File: src/rtl/alu_pkg.sv
// Shared picoMIPS ALU definitions: func codes, FSM state encoding, grant helper.
// Latency: n/a (types and constants only).
// Backpressure: n/a.
//
// Contents: func_t / RADD / RMUL (func code type and values),
//           state_t (arbiter FSM states), grant_onehot() (id -> 2-bit grant).
package alu_pkg;

    localparam int FW_PKG = 1;

    typedef logic [FW_PKG-1:0] func_t;

    localparam func_t RADD = 1'b0;
    localparam func_t RMUL = 1'b1;

    typedef enum logic [1:0] {
        IDLE = 2'd0,
        EXEC = 2'd1,
        RESP = 2'd2
    } state_t;

    // Expand a requester index into its per-requester strobe bit.
    function automatic logic [1:0] grant_onehot(input logic id);
        return id ? 2'b10 : 2'b01;
    endfunction

endpackage

File: src/rtl/alu_arb_pick.sv
// Combinational winner select between the two ALU requesters.
// Latency: zero cycles (pure combinational).
// Backpressure: none; the caller decides when the pick is consumed.
//
// Ports: req_valid[1:0] requests in, last_grant previous winner (round-robin
//        build only), any_valid any request present, winner chosen index.
// Build option: ALU_ARB_FIXED_PRIO_EN selects fixed priority (requester 0
//        wins ties) and drops the last_grant input.
module alu_arb_pick
(
    input  logic [1:0] req_valid,
`ifndef ALU_ARB_FIXED_PRIO_EN
    input  logic       last_grant,
`endif
    output logic       any_valid,
    output logic       winner
);

    assign any_valid = |req_valid;

    always_comb begin
`ifdef ALU_ARB_FIXED_PRIO_EN
        // Requester 0 always wins when present; requester 1 can starve.
        winner = ~req_valid[0];
`else
        // On a tie the requester that did not win last time goes next;
        // with a single request present it wins regardless of history.
        if (&req_valid) begin
            winner = ~last_grant;
        end else begin
            winner = req_valid[1];
        end
`endif
    end

endmodule

File: src/rtl/alu_arbiter.sv
// Shares one combinational picoMIPS ALU between the core (port 0) and self-test engine (port 1).
// Latency: accept in cycle T, response valid in cycle T+2; minimum 3 cycles per operation.
// Backpressure: response held in RESP until rsp_ready of the granted port; no accepts meanwhile.
//
// Ports: clk/nReset (sync, active-low); req_valid/req_ready plus req{0,1}_a/_b/_func
//        request handshake; rsp_valid/rsp_ready/rsp_result response handshake;
//        alu_a/alu_b/alu_func to the ALU, alu_result from the ALU.
// Build option: ALU_ARB_FIXED_PRIO_EN = fixed priority, otherwise round-robin.
module alu_arbiter
    import alu_pkg::*;
#(
    parameter int N  = 8,
    parameter int FW = 1
)
(
    input  logic          clk,
    input  logic          nReset,
    input  logic [1:0]    req_valid,
    output logic [1:0]    req_ready,
    input  logic [N-1:0]  req0_a,
    input  logic [N-1:0]  req1_a,
    input  logic [N-1:0]  req0_b,
    input  logic [N-1:0]  req1_b,
    input  logic [FW-1:0] req0_func,
    input  logic [FW-1:0] req1_func,
    output logic [1:0]    rsp_valid,
    input  logic [1:0]    rsp_ready,
    output logic [N-1:0]  rsp_result,
    output logic [N-1:0]  alu_a,
    output logic [N-1:0]  alu_b,
    output logic [FW-1:0] alu_func,
    input  logic [N-1:0]  alu_result
);

    state_t        state;
    logic [N-1:0]  op_a;
    logic [N-1:0]  op_b;
    logic [FW-1:0] op_func;
    logic [N-1:0]  res;
    logic          grant_id;
    logic          any_valid;
    logic          winner;
    logic          accept;
`ifndef ALU_ARB_FIXED_PRIO_EN
    logic          last_grant;
`endif

    alu_arb_pick u_pick (
        .req_valid  (req_valid),
`ifndef ALU_ARB_FIXED_PRIO_EN
        .last_grant (last_grant),
`endif
        .any_valid  (any_valid),
        .winner     (winner)
    );

    assign accept = (state == IDLE) && any_valid;

    // Handshake strobes are masked while nReset is low so nothing is
    // offered or accepted during the reset cycles themselves.
    assign req_ready  = (accept && nReset)            ? grant_onehot(winner)   : 2'b00;
    assign rsp_valid  = ((state == RESP) && nReset)   ? grant_onehot(grant_id) : 2'b00;
    assign rsp_result = res;

    // The operand registers only change on an accepting edge, so the ALU
    // inputs sit still outside EXEC and the ALU does not toggle needlessly.
    assign alu_a    = op_a;
    assign alu_b    = op_b;
    assign alu_func = op_func;

    always_ff @(posedge clk) begin
        if (!nReset) begin
            state    <= IDLE;
            op_a     <= '0;
            op_b     <= '0;
            op_func  <= FW'(RADD);
            res      <= '0;
            grant_id <= 1'b0;
`ifndef ALU_ARB_FIXED_PRIO_EN
            last_grant <= 1'b1;
`endif
        end else begin
            case (state)
                IDLE: begin
                    if (any_valid) begin
                        op_a     <= winner ? req1_a    : req0_a;
                        op_b     <= winner ? req1_b    : req0_b;
                        op_func  <= winner ? req1_func : req0_func;
                        grant_id <= winner;
`ifndef ALU_ARB_FIXED_PRIO_EN
                        last_grant <= winner;
`endif
                        state    <= EXEC;
                    end
                end
                EXEC: begin
                    res   <= alu_result;
                    state <= RESP;
                end
                RESP: begin
                    // Only the granted port's ready matters; returning to
                    // IDLE here is what forces the one-cycle bubble.
                    if (rsp_ready[grant_id]) begin
                        state <= IDLE;
                    end
                end
                default: begin
                    state <= IDLE;
                end
            endcase
        end
    end

endmodule

File: config.mk
export PLATFORM = sky130hd
export DESIGN_NAME = alu_arbiter
export DESIGN_NICKNAME = d
export VERILOG_FILES = /design/src/rtl/alu_pkg.sv /design/src/rtl/alu_arb_pick.sv /design/src/rtl/alu_arbiter.sv
export SDC_FILE = /design/constraint.sdc
export NUM_CORES = 1
export LEC_CHECK = 0
export BUFFER_PORTS_ARGS = -buffer_cell sky130_fd_sc_hd__buf_2
export CAP_MARGIN = 10
export CORE_UTILIZATION = 38
export DETAILED_ROUTE_END_ITERATION = 16
export PLACE_DENSITY = 0.78
export REMOVE_ABC_BUFFERS = 1
export SLEW_MARGIN = 5
export SYNTH_ARGS = -nofsm -noshare
export SYNTH_HDL_FRONTEND = slang
export SYNTH_HIERARCHICAL = 1
export SYNTH_SLANG_ARGS = --single-unit
File: constraint.sdc
create_clock -name clk -period 1.21 [get_ports clk]
set_input_delay 0.0605 -clock clk [delete_from_list [all_inputs] [get_ports clk]]
set_output_delay 0.0605 -clock clk [all_outputs]
set_load 0.01 [all_outputs]
# Word-level counts from Yosys, hierarchy flattened
# Cells that the tools add are included.
# totals
wordCells	34
input_bits	48
out_inout_bits	29
regBits	29
# classes
magnitude_cmp	1
reduce_logical	8
n_eq_ne	4
bitwise	1
n_mux	13
# op_table
op	n
8-bit 2-to-1 mux	2
2-bit 2-to-1 mux	6
2-bit case mux with 3 select lines	1
2-bit AND reduction	3
1-bit 2-to-1 mux	4
1-bit logical AND	3
2-bit by 1-bit == test with 1-bit output, second input constant	1
2-bit == test, second input constant	1
2-bit logical NOT	1
1-bit by 2-bit < comparator with 1-bit output, second input constant	1
2-bit by 1-bit != test with 1-bit output, second input constant	1
2-bit != test, second input constant	1
2-bit OR reduction	1
1-bit inverter	1

# Longest topological paths before layout
# logic_depth
ltp_word	4
mapped_depth	6
depth_no_buf	5

# Cells and area by module
# Netlist, hierarchy kept.
# by_module_without_submodules
mod	instances	area_each_um2	seq_area_each_um2	cells_each
alu_arbiter	1	1287.5	580.6	113
alu_arb_pick	1	13.8	0.0	2

# Worst setup path after synthesis
# No wires, ideal clock.
# synth_path
kind	flip-flop to flip-flop
from	reg last_grant
to	reg op_b[6], in the netlist alu_b[6]
path_buffers	1
setup_ps	122
arrival_time_ps	1086
required_ps	1088
stages_incl_launch_ff	5
path_slack_ps	2
synth_period_minus_slack_ps	1208
cell_sequence	dfxtp_1 -> a21boi_1 -> buf_2 -> mux2i_1 -> o2bb2ai_4
# synth_via
elab_chain_cells	3
# synth_rtl
item	line	rtl
from (decl)	alu_arbiter.sv:45	logic last_grant;
from (signal assigned)	alu_arbiter.sv:91	last_grant <= winner;
1-bit inverter	alu_arb_pick.sv:29	winner = ~last_grant;
1-bit 2-to-1 mux	alu_arb_pick.sv:28	if (&req_valid) begin
via winner	alu_arbiter.sv:42	logic winner;
8-bit 2-to-1 mux	alu_arbiter.sv:87	op_b <= winner ? req1_b : req0_b;
to (signal assigned)	alu_arbiter.sv:87	
to (decl)	alu_arbiter.sv:37	logic [N-1:0] op_b;
# The timed path passes the listed nets, and every way through them passes these cells.
# A chain may end at the register's enable or synchronous reset.

# Worst setup path after layout
# layout_path
from	reg state[1]
to	out req_ready[1]
# layout_via
elab_chain_cells	4
# layout_rtl
item	line	rtl
from (decl)	alu_arbiter.sv:35	state_t state;
from (signal assigned)	alu_arbiter.sv:73	state <= IDLE;
from (signal assigned)	alu_arbiter.sv:93	state <= EXEC;
from (signal assigned)	alu_arbiter.sv:98	state <= RESP;
2-bit logical NOT	alu_arbiter.sv:57	assign accept = (state == IDLE) && any_valid;
1-bit logical AND	alu_arbiter.sv:57	
1-bit logical AND	alu_arbiter.sv:61	assign req_ready = (accept && nReset) ? grant_onehot(winner) : 2'b00;
2-bit 2-to-1 mux	alu_arbiter.sv:61	
to (decl)	alu_arbiter.sv:19	output logic [1:0] req_ready,
# Every way passes these cells.

==> flow_summary.toml <==
[run_status]
status = "complete, but fails checks"
violations = "negative setup slack"

[global_route]
grt_pass1_vias = 1103
grt_util_all_layers_pct = 19.0
overflow = 0
grt_pass1_wl_um = 4940
grt_max_degree = 15
antenna_found_initial = 0

[placed_design]
hpwl_um = 2220
place_ws_ps = 3.86
gp_congestion = 0.716
place_area_mm2 = 0.00175
place_inst = 234
io_buffers = 76

[pwr]
p_int_mw = 1.61
sequentialPowerShare_pct = 48.6
switching_power_uw = 677
ir_drop_mv = 0.592
powerDensity_mw_per_mm2 = 1140
comb_power_share_pct = 27.2
leakage_nw = 0.948
power_frac_clock_pct = 24.2
switching_share_pct = 29.6

[sta]
skew_ps = 10.7
timing.hold.ws_ps = 7.83
timing.final.ws_setup_ps = -223
slew_viol_final = 0
fmax_mhz = 698
fin_crit_ps = 1430
hold_viol = 0
setup_violations = 6
rsz0062_at_grt = "yes"
maxSlewHeadroom_pct = 82.5
period_share_pct = 118
tightest_slew_ps = 255

[clock_tree]
clkTransAtPathRegs_ps = 90
h-tree-depth = 2
clock_latency_ps = 330
root_buffer = "clkbuf_4"
clock_path_buffers = 2
cts_tree = "done"
cts.sinks = 29
cts_buffers = 5

[cells_and_area]
multi_input_area_um2 = 693
ff_latch_area_um2 = 584
layoutNonFillerInstCount = 256
final_nets = 259
postLayoutCellArea_mm2 = 0.00201
layout_commonest_cell = "buf_2"
final_util_pct = 63.7
most-common-layout-cells = "76 x buf_2, 26 x dfxtp_1, 16 x nand2_1, 16 x mux2i_1, 12 x o2bb2ai_2"
n_antenna_cell = 0
drive_gt1_share_pct = 56.1
area_delta_synth_final_pct = 54.2
n_fill_cell = 265

[route]
wl_per_cell_um = 13.7
num_vias = 1207
drc = 0
dr.pass1.iters = 4
wirelength_um = 3510
dr.first_iter.drc_count = 26
ant_nets = 0
via_per_inst = 4.71

[floorplanning]
start_util_pct = 41.3
core_mm2 = 0.00315
die_area_mm2 = 0.00366
pin_count = 77
die_x_um = 60.5
die_h_um = 60.5
rows = 20

[min_path]
min_path_cells = 3
hold_class = "input pin to flop"

[critical_path]
r2r.worst_path.cells = 4
cp.required_ps = 1150
crit_type = "flop to primary output"
critPathArrivalTime_ps = 1370
cp-start-kind = "flop"
path_max_fanout = 4
rrSetupSlack_ps = -20
critPathCaptureType = "primary output"

[logic_synthesis]
syn_area_per_cell_um2 = 11.3
syn_area_mm2 = 0.00130
yosysSeqAreaShare_pct = 44.6
ys_types = 24
syn_inst = 115
yosys_warnings = 6
ys_seq_elements = 29

[job]
cap_violations = 0
## critical path, stage by stage (launching register included)
cell and delay [ps]:
dfxtp_2 350, nor3b_4 240, nand2_2 120, buf_6 140
nor2_1 60, buf_2 130
## cell usage after synthesis
cell,instances,area [um2]
a21boi_0,8,60.1
a21boi_1,2,15.0
a22o_1,1,8.76
a22oi_2,1,12.5
and2b_1,1,7.51
and4b_1,1,10.0
buf_12,1,20.0
buf_2,4,20.0
buf_6,3,33.8
clkbuf_1,1,3.75
dfxtp_1,29,581
inv_1,3,11.3
mux2i_1,18,180
nand2_1,17,63.8
nand2b_1,1,6.26
nand3b_1,1,7.51
nor2_1,2,7.51
nor2b_1,1,6.26
nor3b_2,1,12.5
nor4bb_1,1,10.0
o2bb2ai_1,8,70.1
o2bb2ai_2,8,120
o2bb2ai_4,1,27.5
or2_1,1,6.26
## through the flow
stage	setup TNS, ps	power (mW)
final	-542	2.28
after detailed placement	0	1.65
after floorplan	-18750	1.39
after global placement	0	1.64
after global routing	-956	2.43
after CTS	-1040	2.27
## kinds of logic (layout without fill, tap and decap cells)
logic type,count (synthesis),count (layout),synth area share (%)
buffers and inverters,12,109,6.83
and+or+nand+nor,27,27,10.6
muxes,18,18,13.8
AOI/OAI and AO/OA,29,29,24.1
DFF,29,29,44.6
## power groups by stage
stage / clock (mW) / combinational, mW / sequential (mW)
after floorplan: 0 / 0.231 / 1.16
after CTS: 0.571 / 0.595 / 1.10
after global placement: 0 / 0.519 / 1.12
final: 0.553 / 0.620 / 1.11
after detailed placement: 0 / 0.531 / 1.12
after global routing: 0.634 / 0.672 / 1.12
## routing by layer
metal | global-route usage [%] | part of all wire, % | vias up
met2 | 33.9 | 55 | 30
li1 | - | - | 603
met4 | 9.42 | 1.6 | 0
met5 | 0 | 0 | -
met1 | 20.0 | 39 | 568
met3 | 6.18 | 4.5 | 6
## final timing paths
kind | startpoint | end
min | req0_b[0] | alu_b[0]
max | state[1] | req_ready[1]
max reg2reg | last_grant | alu_a[3]
min reg2reg | alu_b[2] | alu_b[2]
## final cells by class
| class | count | area share (%) |
|---|---|---|
| multi-input cells | 74 | 34.5 |
| repair buffers | 98 | 30.6 |
| inverters | 3 | 0.561 |
| well taps | 44 | 2.74 |
| clock buffers | 8 | 2.43 |
| flip-flops and latches | 29 | 29.1 |
## state kept, by name, indices dropped and copies added, names as in the netlist
register / count
last_grant: 1
rsp_result: 8
alu_a: 8
alu_func: 1
alu_b: 8
grant_id: 1
state: 2
## repair_timing
action	in CTS	in global routing
cloned	1	1
setup endpoints to repair	4	24
setup buffers	2	1
hold buffers	8	2
pin swaps	3	5
gates resized for setup	5	17
endpoints found under the hold margin	8	2
(Power assumes the default switching activity.)
